**src/rtl/bcd_pkg.sv**
```systemverilog
// Shared types and helpers for the BCD digit sender.
// States, the BCD digit limit and a digit validity test.
package bcd_pkg;

  typedef enum logic [1:0] {
    IDLE,
    SEND,
    DONE
  } state_t;

  localparam logic [3:0] BCD_MAX = 4'd9;

  function automatic logic is_bcd(input logic [3:0] nibble);
    return nibble <= BCD_MAX;
  endfunction

endpackage

```
**src/rtl/bcd_nibble_check.sv**
```systemverilog
// Replaces non-BCD nibbles with zero and flags their presence.
// Built only when BCD_CHECK_EN is defined.
`ifdef BCD_CHECK_EN
module bcd_nibble_check
  import bcd_pkg::*;
#(
  parameter int NDIG = 4
) (
  input  logic [4*NDIG-1:0] word,
  output logic [4*NDIG-1:0] clean,
  output logic              bad
);

  always_comb begin
    clean = word;
    bad   = 1'b0;
    for (int i = 0; i < NDIG; i++) begin
      if (!is_bcd(word[4*i +: 4])) begin
        clean[4*i +: 4] = 4'd0;
        bad             = 1'b1;
      end
    end
  end

endmodule
`endif

```
**src/rtl/bcd_digit_sender.sv**
```systemverilog
// Serialises a packed BCD word, MS digit first, with a rotating strobe.
// Define BCD_CHECK_EN to sanitise invalid digits and raise err.
module bcd_digit_sender
  import bcd_pkg::*;
#(
  parameter int NDIG = 4
) (
  input  logic              clk,
  input  logic              rst,
  input  logic              in_valid,
  output logic              in_ready,
  input  logic [4*NDIG-1:0] in_data,
  output logic [3:0]        digit,
  output logic [NDIG-1:0]   en,
  output logic              busy,
  output logic              done,
  output logic              err
);

  localparam int W  = 4 * NDIG;
  localparam int IW = $clog2(NDIG);
  localparam logic [NDIG-1:0] EN_FIRST =
    {1'b1, {(NDIG-1){1'b0}}};

  state_t          state;
  state_t          state_nxt;
  logic [IW-1:0]   idx;
  logic [W-1:0]    sreg;
  logic [W-1:0]    word;
  logic            take;
  logic            last;

  assign in_ready = (state != SEND);
  assign busy     = (state == SEND);
  assign done     = (state == DONE);
  assign take     = in_valid && in_ready;
  assign last     = (idx == '0);

`ifdef BCD_CHECK_EN
  logic bad;

  bcd_nibble_check #(
    .NDIG (NDIG)
  ) u_check (
    .word  (in_data),
    .clean (word),
    .bad   (bad)
  );

  // err follows the most recently accepted word
  always_ff @(posedge clk or negedge rst) begin
    if (!rst) begin
      err <= 1'b0;
    end else if (take) begin
      err <= bad;
    end
  end
`else
  assign word = in_data;
  assign err  = 1'b0;
`endif

  always_comb begin
    state_nxt = state;
    unique case (state)
      IDLE:    if (take) state_nxt = SEND;
      SEND:    if (last) state_nxt = DONE;
      DONE:    state_nxt = take ? SEND : IDLE;
      default: state_nxt = IDLE;
    endcase
  end

  always_ff @(posedge clk or negedge rst) begin
    if (!rst) begin
      state <= IDLE;
      idx   <= '0;
      sreg  <= '0;
      digit <= '0;
      en    <= '0;
    end else begin
      state <= state_nxt;
      if (take) begin
        idx   <= IW'(NDIG - 1);
        digit <= word[W-1 -: 4];
        sreg  <= word << 4;
        en    <= EN_FIRST;
      end else if (state == SEND) begin
        if (last) begin
          digit <= '0;
          en    <= '0;
        end else begin
          idx   <= idx - IW'(1);
          digit <= sreg[W-1 -: 4];
          sreg  <= sreg << 4;
          en    <= en >> 1;
        end
      end
    end
  end

endmodule

```
**config.mk**
```make
export PLATFORM = sky130hd
export DESIGN_NAME = bcd_digit_sender
export DESIGN_NICKNAME = d
export VERILOG_FILES = /design/src/rtl/bcd_pkg.sv /design/src/rtl/bcd_nibble_check.sv /design/src/rtl/bcd_digit_sender.sv
export SDC_FILE = /design/constraint.sdc
export NUM_CORES = 1
export LEC_CHECK = 0
export ABC_AREA = 1
export BUFFER_PORTS_ARGS = -buffer_cell sky130_fd_sc_hd__clkbuf_2
export CAP_MARGIN = 20
export CORE_AREA = 2 2 64 54
export DETAILED_ROUTE_END_ITERATION = 12
export DIE_AREA = 0 0 66 56
export GPL_ROUTABILITY_DRIVEN = 0
export GPL_TIMING_DRIVEN = 0
export HOLD_SLACK_MARGIN = 0.12
export SYNTH_ARGS = -nofsm -noshare
export SYNTH_HDL_FRONTEND = slang
export SYNTH_SLANG_ARGS = --single-unit
```
**constraint.sdc**
```tcl
create_clock -name clk -period 2.6 [get_ports clk]
set_clock_uncertainty 0.15 [all_clocks]
set_input_delay 0.13 -clock clk [delete_from_list [all_inputs] [get_ports clk]]
set_output_delay 0.13 -clock clk [all_outputs]
set_load 0.005 [all_outputs]
```
======== After elaboration in Yosys (flattened, before gate mapping) ========
Index checks and enable logic that the tools add are counted.
operators by class
  mux-type cells .......................... 16
  equality and inequality tests ........... 6
  $add $sub $neg .......................... 1
  reductions and logical operators ........ 6
operators with widths
  kind                 number
  $mux 16              3
  $mux 4               5
  $mux 2               5
  $pmux 2 s3           1
  $logic_not 2->1      2
  $ne 2x1->1 const B   2
  $ne 2x2->1 const B   2
  $reduce_and 2->1     2
  $mux 3               1
  $eq 2x1->1 const B   1
  $eq 2x2->1 const B   1
  $reduce_bool 2->1    1
  $sub 2x1->2 const B  1
  $logic_and 1x1->1    1
  $mux 1               1
storage, ports and cells
  flip-flop bits (word level) ............. 28
  output and inout port bits .............. 12

======== Longest topological paths before layout ========
Gate-level depths: netlist (run 1).
  word-level depth ........................ 4
  gate-level depth with buffers ........... 8
  mapped depth without buffers ............ 7

======== Least setup slack after synthesis (run 1) ========
Ideal clock, no wire load.
  path type ............................... register to register
  from .................................... register idx[0]
  to ...................................... register idx[0]
  setup slack ............................. 1201 ps
  data arrival time ....................... 1121 ps
  cell stages (with the launch flop) ...... 9
  path buffers ............................ 2
  library setup time ...................... 128 ps
  cell sequence ........................... dfrtp_1 > inv_1 > ha_1 > inv_1 > nand3_1 > buf_4 > buf_6 > nand2_1 > nand3_1
between the ends
  cells in the longest elaborated chain, start to end .. 4
RTL lines
  item                    RTL line                RTL
  from (decl)             bcd_digit_sender.sv:27  logic [IW-1:0] idx;
  from (signal assigned)  bcd_digit_sender.sv:83  idx <= IW'(NDIG - 1);
  from (signal assigned)  bcd_digit_sender.sv:92  idx <= idx - IW'(1);
  $sub 2x1->2             bcd_digit_sender.sv:92
  $mux 2                  bcd_digit_sender.sv:88  if (last) begin
  $mux 2                  bcd_digit_sender.sv:87  end else if (state == SEND) begin
  $mux 2                  bcd_digit_sender.sv:82  if (take) begin
Several ways; a longest one is shown, not always the timed one. The select of a mux whose other input is x is not followed.
A chain may end at the register's enable or synchronous reset.

======== Worst setup path in the final report (run 1) ========
  from .................................... register state[0]
  to ...................................... register sreg[8]
between the ends
  cells in the longest elaborated chain, start to end .. 4
RTL lines
  item                                                              RTL line                RTL
  from (decl)                                                       bcd_digit_sender.sv:25  state_t state;
  from (signal assigned)                                            bcd_digit_sender.sv:81  state <= state_nxt;
  $ne 2x1->1                                                        bcd_digit_sender.sv:33  assign in_ready = (state != SEND);
  $logic_and 1x1->1                                                 bcd_digit_sender.sv:36  assign take = in_valid && in_ready;
  $ne 2x2->1 (no line) / $reduce_bool 2->1 (equally long branches)  -
  $reduce_and 2->1 (no line)                                        -
  to (signal assigned)                                              bcd_digit_sender.sv:85  sreg <= word << 4;
  to (signal assigned)                                              bcd_digit_sender.sv:94  sreg <= sreg << 4;
  to (decl)                                                         bcd_digit_sender.sv:28  logic [W-1:0] sreg;
Several ways; a longest one is shown, not always the timed one.

==> out/qor.csv, run 1 <==
metric;value;unit
final.min_clock_period;1.701;ns
track_usage;16.44;%
p_leak;0.0009373;uW
rsz0062_at_grt;false;
post-route-period-util;65.43;%
maxSlewHeadroom;60.18;%
grt_pass1_vias;1071;
vias;1070;
wire_per_inst;10.84;um
ys_top_cells_by_area;dfrtp_1, nand2_1, nand3_1;
muxShareOfSynthArea;0;%
insertion_delay;0.27;ns
drive_above_1_share;20.00;%
postLayoutSetupSlackWorst;0.8989;ns
cts_buffer_depth;2;
yosys.area.top_type;dfrtp_1;
placeableCoreArea;3018;sq um
grt_pass1_wl;4657;um
n_fill_cell;303;
peakVddDrop;0.4825;mV
crit_chain;nand2_1 > buf_4 > nand3_1 > dlygate4sd3_1 > nand3_1 > nand2_1;
antenna_left;0;
cts_buffers;3;
cts_tree;yes;
clkSinkCount;24;
grt_max_degree;25;
io_buffers;29;
max_freq;0.5879;GHz
syn-num-nets;171;
synth_top_area_share;51.78;%
finalMaxSlewViolations;0;
synthCells;151;
synthesis.area;1160;sq um
synth.most_common_cell;nand2_1;
synth_compound_area_share;4.962;%
rows;18;
synthTopCellsByCount;nand2_1, inv_1, dfrtp_1, nand3_1, o21ai_0;
ys_seq_area_share;51.78;%
synth_xor_area_share;0;%
place_ws;1.067;ns
dp_hpwl;1757;um
p_per_area;1076;nW/um^2
path_delay_family;buffers and inverters;
ys_seq_elements;24;
post_dp_cell_area;1355;sq um
htree_levels;1;
final_util;54.23;%
maxCapViolCount;0;
die_y;56;um
slowest_stage;dlygate4sd3_1;
synth_top_family_by_area;simple AND/OR/NAND/NOR gates;
diodes;0;
fp.dieW;66;um
timing.setup.tns;0;ns
viasPerCell;4.367;
power.total;1761;uW
ys_types;15;
start_util;38.43;%
synth-main-ff-cell;dfrtp_1;
slowest_delay;0.56;ns
firstDrtPassIters;4;
syn_avg_cell_area;7.681;sq um
ys_async_sr_fraction;100.0;%
worst_setup_path_start_kind;flop;
routed_wl;2656;um
initialDrtViolationCount;18;
die_area;3696;sq um
worstMarginPinSlew;0.5972;ns
finalHoldViolations;0;
worstPathRequired;2.61;ns
antenna_found_initial;0;
synthToLayoutAreaGrowth;41.10;%
synth-adder-area-share;1.079;%
synth-simple-area-share;27.18;%
path_clk_slew;0.09;ns
fin_area;1637;sq um
critPathCaptureType;flop;
cts-root-buf;clkbuf_8;
setup_viol;0;
arrival;1.71;ns
path_class;flop to flop;
critical_path_peak_fanout;10;
pin_count;31;
num-nets-final;226;
status;finished clean;
grt_remaining_overflow;0;
synth_warnings;0;
drc;0;
critPathBufInv;2;
synth-edff-count;0;
hold_path_class;primary input to async pin;
-- cell usage in the layout (no fill, tap or decap) --
master         count
dlygate4sd3_1     21
o22ai_1            2
dfrtp_1           24
nor2_1             5
conb_1             1
buf_2              1
buf_4              5
bufinv_16          1
nand2_1           47
buf_6              1
inv_2              1
nand3_1           24
o21ai_0            6
o21ai_1            2
inv_1             30
clkbuf_2          29
a21oi_1            1
ha_1               1
clkbuf_8           3
-- logic make-up (layout without fill, tap and decap cells) --
kind of cell    after synthesis  count (layout)
simple gates                 76              76
buf+inv                      38              92
flops                        24              24
compound gates               11              11
fa+ha+maj                     1               1
other cells                   1               1
-- layer usage --
| metal | global-route usage [%] | wire length, um | up-vias |
|---|---|---|---|
| li1 | - | - | 562 |
| met1 | 20.92 | 1201 | 474 |
| met2 | 27.42 | 1302 | 32 |
| met3 | 4.453 | 139 | 2 |
| met4 | 4.373 | 12 | 0 |
| met5 | 0 | 0 | - |
-- power breakdown --
group          internal, uW  total, uW  switching (uW)
Combinational           341        815             475
Clock                   206        328             122
Sequential              543        618            75.5
Total                  1090       1760             672
-- stage by stage --
stage / hold WS (ns) / cells
6_report: 0.2443 / 245
5_1_grt: 0.2939 / 245
2_1_floorplan: -0.3156 / 151
4_1_cts: 0.2702 / 245
3_5_place_dp: 0.02034 / 220
3_3_place_gp: 0.008716 / 220
-- worst paths after layout --
| kind | start | end | slack [ns] | depth (start not counted) |
|---|---|---|---|---|
| worst max register to register | state[0] | sreg[8] | 0.90 | 6 |
| worst max-delay path | state[0] | sreg[8] | 0.90 | 6 |
| worst min-delay path | rst | en[0] | 0.24 | 2 |
| min in group clk | digit[2] | digit[2] | 0.34 | 2 |
| max in group asynchronous | rst | sreg[8] | 1.67 | 2 |
| worst min register to register | digit[2] | digit[2] | 0.34 | 2 |
-- flip-flops by register name, indices dropped and copies added (netlist names) --
signal and count:
digit 4, en 4, idx 2, sreg 12
state 2
-- timing repair --
action                    in CTS  in global routing
hold endpoints to repair      41                  0
resized for setup              0                  0
setup buffers                  0                  0
hold buffers                  21                  0
-- area by class of cell --
cell class                      instances  area, sq um  area share (%)
Sequential cell                        24        600.6           36.70
Multi-Input combinational cell         89        389.1           23.78
Timing Repair Buffer                   50        355.3           21.71
Inverter                               31        116.4           7.110
Buffer                                  7        53.80           3.287
Tap cell                               40        50.05           3.058
Clock buffer                            3        41.29           2.523
Clock inverter                          1        30.03           1.835
Note: power is estimated with default switching activity, not from simulation.
==> run 2, diff against run 1 <==
==> constraint.sdc (replaced) <==
create_clock -name clk -period 1.4 [get_ports clk]
set_clock_uncertainty 0.15 [all_clocks]
set_input_delay 0.07 -clock clk [delete_from_list [all_inputs] [get_ports clk]]
set_output_delay 0.07 -clock clk [all_outputs]
set_load 0.005 [all_outputs]
==> run 2 against run 1 <==
  * The run now ends with negative setup slack left
  * Final cell count increased by 2.4%
  * Via count increased by 3.3%
  * Register-to-register slack got worse by 0.90 ns
  * Global-route usage increased by 1.1 points
  * Cell area increased by 9.1%
  * Count of clock-buffer cells in the layout unchanged
  * Core utilization increased by 4.9 points
==> out/qor.csv, run 2 (synthesis gave the netlist of run 1 again) <==
metric;value;unit;change
cts-root-buf;clkbuf_8;;
place_ws;-0.1328;ns;-1.200 ns
slowest_delay;0.38;ns;-0.18 ns
path_clk_slew;0.09;ns;about the same
die_area;3696;sq um;unchanged
top_regs;sreg: 12 flops, digit: 4 flops, en: 4 flops;;
seqCellArea;600.6;sq um;unchanged
whs;0.1818;ns;-0.06247 ns
grt_max_degree;25;;unchanged
initialDrtViolationCount;49;;+31
status;finished with violations;;
cts_buffers;3;;unchanged
track_usage;17.58;%;+1.1 points
viasPerCell;4.402;;+0.80%
final_util;59.16;%;+4.9 points
num-nets-final;232;;+2.7%
reg2reg_depth;8;;+2
postLayoutSetupSlackWorst;-0.0006228;ns;-0.8995 ns
arrival;1.42;ns;-0.29 ns
multiInputGateArea;451.7;sq um;+16%
slowest_stage;dfrtp_1;;
stdcell_count;251;;+2.4%
violations;negative setup slack;;
dp.cells;220;;unchanged
drive_above_1_share;31.28;%;+11 points
worstMarginPinSlew;0.6064;ns;+0.009179 ns
final.min_clock_period;1.401;ns;-0.3005 ns
worstPathRequired;1.42;ns;-1.19 ns
die_y;56;um;unchanged
mostFrequentLayoutCell;nand2_1;;
synthToLayoutAreaGrowth;53.94;%;
antenna_left;0;;unchanged
drc;0;;unchanged
wire_per_inst;11.69;um;+7.8%
crit_chain;inv_2 > ha_4 > inv_4 > nand3_4 > buf_8 > buf_8 > nand3_1 > nand2_1;;
maxSlewHeadroom;59.57;%;-0.61 points
insertion_delay;0.27;ns;about the same
post-route-period-util;100.0;%;+35 points
finalHoldViolations;0;;unchanged
max_freq;0.7140;GHz;+21%
path_depth;8;;+2
reg2reg_from;idx[1];;
use_met2;29.00;%;+1.6 points
r2r-end;sreg[10];;
mostFrequentLayoutCells;nand2_1, clkbuf_2, inv_1, dfrtp_1, nand3_1;;
critPathBufInv;4;;+2
io_buffers;29;;unchanged
antenna_found_initial;0;;unchanged
n_fill_cell;279;;-7.9%
path_delay_family;buffers and inverters;;
finalMaxSlewViolations;0;;unchanged
p_leak;0.0009964;uW;+6.3%
dp_hpwl;1757;um;unchanged
placeableCoreArea;3018;sq um;unchanged
setup_viol;2;;+2
start_util;38.43;%;unchanged
top_usage_layer;met2;;
p_per_area;2205;nW/um^2;+100%
path_class;flop to flop;;
worst_setup_path_start_kind;flop;;
grt_remaining_overflow;0;;unchanged
cpMostUsedCell;buf_8;;
critPathCaptureType;flop;;
rows;18;;unchanged
critical_path_peak_fanout;5;;-5
diodes;0;;unchanged
grt_util_met3;4.453;%;unchanged
htree_levels;1;;unchanged
peakVddDrop;0.9895;mV;+110%
maxCapViolCount;0;;unchanged
routed_wl;2934;um;+10%
cts_buffer_depth;2;;unchanged
largest_reg_flops;12;;unchanged
clkSinkCount;24;;unchanged
vias;1105;;+3.3%
hold_path_class;primary input to async pin;;
rsz0062_at_grt;true;;
grt_pass1_vias;1121;;+4.7%
pin_count;31;;unchanged
grt_pass1_wl;4912;um;+5.5%
cts_tree;yes;;
r2r_setup_slack;-0.0006;ns;-0.90 ns
fp.dieW;66;um;unchanged
use_met1;22.58;%;+1.7 points
firstDrtPassIters;4;;unchanged
top_register;sreg;;
run 2: final cells by class:
cell class	instances	share of cell area, %
Tap cell	40	2.803
Timing Repair Buffer	56	23.55
Clock buffer	3	2.313
Multi-Input combinational cell	89	25.30
Clock inverter	1	1.682
Inverter	31	6.657
Sequential cell	24	33.64
Buffer	7	4.064
run 2: what timing repair did:
action,4_1_cts,5_1_grt
endpoints found under the setup margin,17,22
hold buffers,18,0
gates cloned,2,1
hold endpoints to repair,42,0
pin swaps,1,1
gates resized for setup,17,12
setup buffers,4,3
run 2: metal layers:
metal	up-vias	part of all wire, %
met3	4	5.4
met1	492	45
li1	573	-
met2	36	49
met4	0	1.2
met5	-	0
run 2: worst max-delay path by stage:
| stage | start | end | slack (ns) |
|---|---|---|---|
| floorplan | idx[0] | idx[0] | 0.001 |
| global placement | idx[0] | idx[0] | -0.13 |
| detailed placement | idx[0] | sreg[11] | -0.13 |
| CTS | idx[0] | digit[1] | 0.007 |
| global route | idx[1] | idx[0] | -0.07 |
| finish | idx[1] | sreg[10] | -0.0006 |
run 2: metrics by stage:
stage | TNS [ns] | power (uW) | area (sq um)
finish | -0.001059 | 3937 | 1785
global route | -0.7271 | 4273 | 1785
CTS | 0 | 3737 | 1724
detailed placement | -1.602 | 2627 | 1355
global placement | -1.538 | 2588 | 1355
floorplan | 0 | 2185 | 1160
run 2: power breakdown:
| part | internal [uW] | switching [uW] | total [uW] |
|---|---|---|---|
| Combinational | 1050 | 1110 | 2160 |
| Clock | 383 | 232 | 615 |
| Sequential | 1010 | 156 | 1160 |
==> run 3, diff against run 2 <==
--- a/config.mk
+++ b/config.mk
@@ -5,12 +5,11 @@
 export SDC_FILE = /design/constraint.sdc
 export NUM_CORES = 1
 export LEC_CHECK = 0
-export ABC_AREA = 1
 export BUFFER_PORTS_ARGS = -buffer_cell sky130_fd_sc_hd__clkbuf_2
 export CAP_MARGIN = 20
-export CORE_AREA = 2 2 64 54
+export CORE_AREA = 2 2 63 53
 export DETAILED_ROUTE_END_ITERATION = 12
-export DIE_AREA = 0 0 66 56
+export DIE_AREA = 0 0 65 55
 export GPL_ROUTABILITY_DRIVEN = 0
 export GPL_TIMING_DRIVEN = 0
 export HOLD_SLACK_MARGIN = 0.12
==> run 3 against run 2 <==
  * Combinational power about the same
  * Synthesized cell count decreased by 42%
  * Non-clock buffer count increased by 4
  * The flow still finishes with violations (negative setup slack)
  * Register-to-register slack got worse by 0.08 ns
  * Routed wire length decreased by 11%
  * Die area decreased by 3.3%
  * Hold slack improved by 0.0012 ns
  * Synthesized area decreased by 3.6%
  * Highest routed layer unchanged
  * Global-route usage decreased by 2.1 points
  * First-iteration DRC count unchanged
  * Fmax decreased by 5.9%
==> out/qor.csv, run 3 <==
metric;value;unit;change
rows;18;;unchanged
multiInputGateArea;513.0;sq um;+14%
met1_length;1059;um;-19%
die_y;55;um;-1.8%
ys_async_sr_fraction;100.0;%;unchanged
status;finished with violations;;
pin_count;31;;unchanged
p_leak;0.0008412;uW;-16%
finalHoldViolations;0;;unchanged
antenna_found_initial;0;;unchanged
seqCellArea;600.6;sq um;unchanged
finalMaxSlewViolations;0;;unchanged
synthesis.area;1119;sq um;-3.6%
postLayoutSetupSlackWorst;-0.08871;ns;-0.08809 ns
top_register;sreg;;
maxCapViolCount;0;;unchanged
wire_per_inst;13.50;um;+16%
slowest_delay;0.39;ns;about the same
slowest_stage;dfrtp_1;;
syn-num-nets;108;;-37%
ys_seq_elements;24;;unchanged
post-route-period-util;106.3;%;+6.3 points
grt_remaining_overflow;0;;unchanged
viasPerCell;4.969;;+13%
htree_levels;1;;unchanged
synthTopCellsByCount;dfrtp_1, a21oi_1, o221a_2, or3_1, inv_1;;
grt_pass1_vias;971;;-13%
largest_reg_flops;12;;unchanged
n_fill_cell;251;;-10%
fp.dieW;65;um;-1.5%
synth-main-ff-cell;dfrtp_1;;
synth-edff-count;0;;unchanged
ys_top_cells_by_area;dfrtp_1, o221a_2, mux2i_1;;
io_buffers;29;;unchanged
ys_seq_area_share;53.69;%;+1.9 points
cts_buffers;3;;unchanged
p_per_area;2163;nW/um^2;-1.9%
mostFrequentLayoutCells;clkbuf_2, dfrtp_1, dlygate4sd3_1;;
cts_tree;yes;;
start_util;37.91;%;-0.52 points
max_freq;0.6717;GHz;-5.9%
clkSinkCount;24;;unchanged
critical_path_peak_fanout;4;;-1
critPathBufInv;4;;unchanged
worstMarginPinSlew;0.5854;ns;-0.02096 ns
mostFrequentLayoutCell;clkbuf_2;;
dr_wl_met2;1395;um;-2.6%
violations;negative setup slack;;
path_delay_family;buffers and inverters;;
whs;0.1830;ns;+0.001230 ns
critPathCaptureType;output port;;
cts-root-buf;clkbuf_8;;
final.min_clock_period;1.489;ns;+0.08809 ns
arrival;1.27;ns;-0.15 ns
drive_above_1_share;55.56;%;+24 points
synthToLayoutAreaGrowth;59.28;%;
synthCells;88;;-42%
top_regs;sreg: 12 flops, digit: 4 flops, en: 4 flops;;
hold_path_class;primary input to async pin;;
setup_viol;22;;+20
dp_hpwl;1579;um;-10%
drc;0;;unchanged
crit_chain;nand2b_4 > buf_8 > buf_12 > buf_8 > clkbuf_2;;
peakVddDrop;1.010;mV;+2.1%
synth_warnings;0;;unchanged
grt_pass1_wl;4105;um;-16%
syn_avg_cell_area;12.71;sq um;+65%
cts_buffer_depth;2;;unchanged
diodes;0;;unchanged
track_usage;15.50;%;-2.1 points
path_clk_slew;0.09;ns;about the same
num-nets-final;174;;-25%
routed_wl;2606;um;-11%
insertion_delay;0.27;ns;about the same
path_class;flop to output port;;
antenna_left;0;;unchanged
grt_max_degree;25;;unchanged
worstPathRequired;1.18;ns;-0.24 ns
synth.most_common_cell;dfrtp_1;;
maxSlewHeadroom;60.97;%;+1.4 points
rsz0062_at_grt;true;;
die_area;3575;sq um;-3.3%
cpMostUsedCell;buf_8;;
routed.top_layer;met4;;
wl_met3;129;um;-18%
placeableCoreArea;2950;sq um;-2.2%
vias;959;;-13%
firstDrtPassIters;3;;-1
ys_types;25;;+10
yosys.area.top_type;dfrtp_1;;
power.total;3853;uW;-2.1%
synth_top_area_share;53.69;%;+1.9 points
initialDrtViolationCount;49;;unchanged
worst_setup_path_start_kind;flop;;
[run 3: changes by cell type in the layout (fill, tap and decap cells not counted), sizes merged, moves of 7 or more]
cell / delta
a21oi: +7
inv: -26
nand2: -46
nand3: -24
o21ai: -7
o221a: +8
or3: +8
[run 3: final cells by class]
type / instances / share of cell area [%]
Timing Repair Buffer: 61 / 25.07
Tap cell: 40 / 2.809
Inverter: 6 / 1.756
Sequential cell: 24 / 33.71
Multi-Input combinational cell: 52 / 28.79
Clock buffer: 4 / 3.090
Buffer: 6 / 4.775
[run 3: logic make-up (layout without fill, tap and decap cells)]
logic type | Yosys count | count (layout) | share of synthesized area, %
compound gates | 27 | 27 | 21.25
fa+ha+maj | 1 | 1 | 1.118
buf+inv | 12 | 77 | 8.165
flops | 24 | 24 | 53.69
mux | 5 | 5 | 4.474
other cells | 1 | 1 | 0.3352
simple gates | 18 | 18 | 10.96
[run 3: path summary, 6_finish.rpt]
path                           from  depth (start not counted)  slack (ns)  endpoint
setup / recovery           state[1]                          5       -0.09  in_ready
hold / removal                  rst                          2        0.18  digit[1]
hold reg to reg             sreg[7]                          1        0.34   sreg[7]
min in group clk            sreg[7]                          1        0.34   sreg[7]
setup reg to reg           state[1]                          5       -0.08  sreg[10]
max in group asynchronous       rst                          2        0.52    idx[1]
[run 3: layer usage]
metal,vias up,track usage [%]
met3,4,4.453
met1,469,16.05
met4,0,4.255
li1,462,-
met5,-,0
met2,24,31.27
[run 3: where the power goes]
| part | internal (uW) | switching [uW] | total [uW] |
|---|---|---|---|
| combinational | 1300 | 876 | 2180 |
| clock | 251 | 222 | 474 |
| sequential | 1010 | 190 | 1200 |
| total | 2560 | 1290 | 3850 |
[run 3: stage by stage]
| stage | cell area, sq um | worst slack, ns | setup TNS [ns] | utilization (%) | instances |
|---|---|---|---|---|---|
| finish | 1782 | -0.08871 | -1.072 | 60.39 | 193 |
| floorplan | 1140 | 0.004852 | 0 | - | 88 |
| CTS | 1718 | -0.08321 | -0.7898 | 58.23 | 192 |
| global placement | 1335 | -0.05818 | -0.4837 | 45.25 | 157 |
| global route | 1782 | -0.1397 | -2.226 | 60.39 | 193 |
| detailed placement | 1335 | -0.07391 | -0.7581 | 45.25 | 157 |
[run 3: what timing repair did]
item / 4_1_cts / 5_1_grt
endpoints found under the hold margin: 43 / 0
pin swaps: 3 / 3
gates resized for setup: 11 / 11
gates cloned: 1 / 0
endpoints found under the setup margin: 16 / 23
hold buffers: 18 / 0
setup buffers: 12 / 1
